## config.mk

```make
export PLATFORM = sky130hd
export DESIGN_NAME = sum_window_averager
export DESIGN_NICKNAME = d
export VERILOG_FILES = /design/src/rtl/sum_window_averager.sv
export SDC_FILE = /design/constraint.sdc
export NUM_CORES = 1
export LEC_CHECK = 0
export CAP_MARGIN = 5
export CORE_ASPECT_RATIO = 1.2
export CORE_MARGIN = 5
export CORE_UTILIZATION = 40
export DETAILED_ROUTE_END_ITERATION = 10
export PLACE_DENSITY = 0.72
export SYNTH_ARGS = -nofsm -noshare
export SYNTH_HDL_FRONTEND = slang
export SYNTH_SLANG_ARGS = --single-unit
export TNS_END_PERCENT = 100
```

## constraint.sdc

```tcl
create_clock -name clk -period 3 [get_ports clk]
set_input_delay 0.3 -clock clk [delete_from_list [all_inputs] [get_ports clk]]
set_output_delay 0.3 -clock clk [all_outputs]
set_load 0.02 [all_outputs]
```

## src/rtl/sum_window_averager.sv

```systemverilog
// ---------------------------------------------------------------------------
// sum_window_averager
//
// Purpose:
//   Consumes the 8-bit adder sum stream one sample per valid/ready handshake,
//   accumulates a window of 2**LOG2_N samples and presents the window average
//   on a registered valid/ready output port. While the average is waiting to
//   be taken the input side is stalled (in_ready=0), so the producer holds
//   its sample and nothing is lost.
//
// Configuration macro:
//   AVG_ROUND_EN  defined   -> average rounds half up: (sum + N/2) >> LOG2_N
//                 undefined -> average truncates:      sum >> LOG2_N
//
// Parameters:
//   DATA_W  width of input samples and of the average output
//   LOG2_N  log2 of the window length, 1..6
//
// Ports:
//   clk         in   1       rising-edge clock
//   rst         in   1       asynchronous reset, active-high
//   clear       in   1       synchronous clear of window and output handshake,
//                            wins over any simultaneous handshake
//   in_valid    in   1       in_data holds a sample
//   in_data     in   DATA_W  sample (adder sum)
//   in_ready    out  1       a sample is accepted this cycle if in_valid
//   out_valid   out  1       out_avg holds a completed window average
//   out_ready   in   1       consumer takes out_avg this cycle
//   out_avg     out  DATA_W  window average
//   sample_cnt  out  LOG2_N  samples accepted in the current window
// ---------------------------------------------------------------------------
module sum_window_averager #(
  parameter int DATA_W = 8,
  parameter int LOG2_N = 2
) (
  input  logic              clk,
  input  logic              rst,
  input  logic              clear,
  input  logic              in_valid,
  input  logic [DATA_W-1:0] in_data,
  output logic              in_ready,
  output logic              out_valid,
  input  logic              out_ready,
  output logic [DATA_W-1:0] out_avg,
  output logic [LOG2_N-1:0] sample_cnt
);

  // Accumulator holds N full-scale samples without wrapping.
  localparam int ACC_W = DATA_W + LOG2_N;

  // The last sample of a window arrives when the counter is at all-ones.
  localparam logic [LOG2_N-1:0] CNT_LAST = '1;

`ifdef AVG_ROUND_EN
  // Half an LSB of the average, expressed at accumulator scale.
  localparam logic [ACC_W:0] HALF = (ACC_W+1)'(1) << (LOG2_N - 1);
`endif

  typedef enum logic {
    S_ACC = 1'b0,
    S_OUT = 1'b1
  } state_t;

  // Divide a completed window sum by N. One extra bit of headroom keeps the
  // rounding offset from wrapping; the shifted result always fits DATA_W.
  function automatic logic [DATA_W-1:0] window_avg(input logic [ACC_W-1:0] sum);
    logic [ACC_W:0] ext;
    ext = {1'b0, sum};
`ifdef AVG_ROUND_EN
    ext = ext + HALF;
`endif
    return DATA_W'(ext >> LOG2_N);
  endfunction

  state_t            state_q;
  logic [ACC_W-1:0]  acc_q;
  logic [ACC_W-1:0]  acc_d;
  logic [LOG2_N-1:0] cnt_q;
  logic [LOG2_N-1:0] cnt_d;
  logic [DATA_W-1:0] avg_q;
  logic [DATA_W-1:0] avg_d;
  logic              accept;
  logic              window_done;
  logic              drain;

  // Handshake signals come straight from the state register, so both are
  // glitch-free and respond to rst immediately.
  assign in_ready   = (state_q == S_ACC);
  assign out_valid  = (state_q == S_OUT);
  assign out_avg    = avg_q;
  assign sample_cnt = cnt_q;

  always_comb begin
    accept      = in_valid && in_ready;
    window_done = accept && (cnt_q == CNT_LAST);
    drain       = out_valid && out_ready;
    acc_d       = acc_q + ACC_W'(in_data);
    cnt_d       = cnt_q + LOG2_N'(1);
    avg_d       = window_avg(acc_d);
  end

  // ---- accumulate / present stage boundary ----
  always_ff @(posedge clk or posedge rst) begin
    if (rst) begin
      state_q <= S_ACC;
      acc_q   <= '0;
      cnt_q   <= '0;
      avg_q   <= '0;
    end else if (clear) begin
      // Abandon the partial window and any pending average; the last
      // average value itself is left on out_avg.
      state_q <= S_ACC;
      acc_q   <= '0;
      cnt_q   <= '0;
    end else begin
      case (state_q)
        S_ACC: begin
          if (window_done) begin
            avg_q   <= avg_d;
            acc_q   <= '0;
            cnt_q   <= '0;
            state_q <= S_OUT;
          end else if (accept) begin
            acc_q <= acc_d;
            cnt_q <= cnt_d;
          end
        end
        S_OUT: begin
          if (drain) begin
            state_q <= S_ACC;
          end
        end
        default: begin
          state_q <= S_ACC;
        end
      endcase
    end
  end

endmodule
```

==> impl_metrics.json <==
{
  "rsz0062_at_grt": "no",
  "setup_viol": 0,
  "dp_hpwl_um": 2200,
  "routed_wl_um": 2900,
  "slew_headroom": 0.458,
  "first_pass_iters": 4,
  "ys_seq_area_frac": 0.405,
  "grt_usage": 0.148,
  "core_um2": 3080,
  "synthCells": 126,
  "dp_cells": 182,
  "portBuffers": 24,
  "wl_per_cell_um": 15.6,
  "antenna_cells": 0,
  "r2r_cells": 7,
  "cts_buffers": 3,
  "setup_tns_ns": 0,
  "synth_top_area_frac": 0.405,
  "synthTopCellsByArea": "dfrtp_1, ha_1, a22o_1, nand2_1, o21ai_0",
  "cts_hold_buf": 0,
  "grt_max_degree": 22,
  "synth_xor_area_frac": 0.0270,
  "crit_buf_inv": 2,
  "reg2reg_from": "acc_q[0]$_DFFE_PP0P_",
  "post-route-period-util": 0.701,
  "synthAdderAreaFrac": 0.102,
  "die_x_um": 62.0,
  "setup_ws_ns": 0.897,
  "antenna_found_initial": 0,
  "ant_nets": 0,
  "cpPeakStageDelay_ns": 0.46,
  "drive_above_1_share": 0.0867,
  "drv_cap": 0,
  "synth-seq-cells": 21,
  "clockRootBuffer": "clkbuf_4",
  "yosys_warnings": 0,
  "worstPathRequired_ns": 3.21,
  "tightestPinTransition_ns": 0.812,
  "synth-main-ff-cell": "dfrtp_1",
  "cts_sinks": 21,
  "clkTransAtPathRegs_ns": 0.12,
  "overflow": 0,
  "areaGrowthSynthToFinish_pct": 22.2,
  "synth_mux_area_frac": 0.0414,
  "tritoncts": "built",
  "initial_core_util": 0.421,
  "synth-compound-area-share": 0.237,
  "cp-end-kind": "register",
  "ctsLongestPathBuffers": 2,
  "finalNetCount": 174,
  "critPathLaunchType": "input pin",
  "cp.depth": 8,
  "synth_simple_gate_area_frac": 0.155,
  "slew_violations": 0,
  "p_leak_nw": 0.716,
  "crit_arrival_ns": 2.32,
  "num_io_pins": 25,
  "clk_latency_ns": 0.31,
  "die_area_um2": 4490,
  "vias_per_cell": 5.68,
  "cp_slowest_cell": "clkdlybuf4s50_1",
  "dp_slack_ns": 0.581,
  "peakVddDrop_uv": 367,
  "final_cells": 186,
  "post_cts_buffers": 0,
  "hp-class": "in2async",
  "yosysTopAreaCell": "dfrtp_1",
  "ff2ff_setup_slack_ns": 0.97,
  "synth_cell_types": 43,
  "final_common_cell": "clkdlybuf4s50_1",
  "path_class": "in2reg",
  "synth_edf_count": 0,
  "gp_congestion": 0.802,
  "vias": 1056,
  "avgSynthCellArea_um2": 10.3,
  "synth_top_family_by_area": "compound AO/OA/AOI/OAI gates",
  "drt_iter0_drc": 33,
  "rows": 22,
  "grt_pass1_vias": 1146,
  "synth_area_um2": 1300,
  "worstPathCellList": "clkdlybuf4s50_1 -> ha_1 -> inv_1 -> fa_1 -> nand2b_1 -> a211oi_1 -> o21ai_0 -> a32o_1",
  "htreeDepth": 1,
  "syn-num-nets": 149,
  "final_cell_mix": "clkdlybuf4s50_1, dfrtp_1, nand2_1",
  "skew_ns": 0.00170,
  "cts_resized": 0,
  "power_density_nw_per_um2": 490,
  "fmax_ghz": 0.476,
  "timing.rr.end": "acc_q[6]$_DFFE_PP0P_",
  "critical-path-top-delay-family": "compound AO/OA/AOI/OAI gates",
  "hold_viol": 0,
  "grt_pass1_wl_um": 5060,
  "route.detailed.drc": 0,
  "critical_path.max_fanout": 4,
  "async_reset_ff_frac": 1.00,
  "status": "finished clean",
  "post-route-min-period_ns": 2.10,
  "die_h_um": 72.4
}
## per-layer routing
metal,track usage,wire length [um],part of all wire
met5,0,0,0
met4,0.0472,51,0.018
met3,0.0267,153,0.053
met2,0.253,1430,0.49
met1,0.180,1260,0.43
## how the worst max path moves through the flow
| stage | to | startpoint | slack, ns |
|---|---|---|---|
| floorplan | acc_q[6]$_DFFE_PP0P_ | acc_q[0]$_DFFE_PP0P_ | 1.15 |
| global placement | acc_q[6]$_DFFE_PP0P_ | in_data[0] | 0.63 |
| CTS | acc_q[6]$_DFFE_PP0P_ | in_data[0] | 0.92 |
| detailed placement | acc_q[6]$_DFFE_PP0P_ | in_data[0] | 0.58 |
| finish | acc_q[6]$_DFFE_PP0P_ | in_data[0] | 0.90 |
| global route | acc_q[6]$_DFFE_PP0P_ | in_data[0] | 0.77 |
## cells in the mapped netlist, types with 2 or more instances
master,n
a211o_1,2
a211oi_1,2
a21o_1,3
a21oi_1,6
a22o_1,5
a32o_1,2
and2_1,2
clkbuf_1,2
dfrtp_1,21
ha_1,9
inv_1,5
mux2_2,3
mux2i_1,2
nand2_1,11
nand3_1,4
nand4_1,3
nor2_1,6
o2111ai_1,2
o211ai_1,2
o21a_1,2
o21ai_0,8
xnor2_1,3
## through the flow
step	hold slack [ns]	power (mW)	util	area, um^2
3_3_place_gp	0.466	0.633	0.506	1560
2_1_floorplan	0.277	0.543	-	1300
3_5_place_dp	0.472	0.641	0.506	1560
6_report	0.435	0.777	0.515	1590
4_1_cts	0.469	0.787	0.515	1590
5_1_grt	0.506	0.832	0.515	1590
## kinds of logic after synthesis
family | after synthesis
compound gates | 42
simple gates | 35
flops | 21
fa+ha+maj | 10
buf+inv | 9
mux | 5
xor+xnor | 4
## registers in the layout (all words and copies together), names as in the netlist
| signal | count |
|---|---|
| out_avg | 8 |
| out_valid | 1 |
| sample_cnt | 2 |
| acc_q | 10 |
## report_power, final
group | switching [mW] | internal [mW]
logic | 0.150 | 0.141
registers | 0.0225 | 0.321
clock network | 0.0914 | 0.0520
total | 0.264 | 0.513
## layout make-up
cell class,instances,area (um^2)
fill,300,1500
multi-input combinational,96,731
sequential,21,526
timing repair buffer,24,240
tap,36,45.0
clock buffer,4,26.3
inverter,5,18.8
## worst reg2reg max path: cells and delay by family (launching register included)
kind	cells	cell delay (ns)
adders and majority gates	2	0.60
DFF	1	0.37
AOI/OAI and AO/OA	3	0.68
buffers and inverters	1	0.07
and+or+nand+nor	1	0.21
Note: power is estimated with default switching activity, not from simulation.
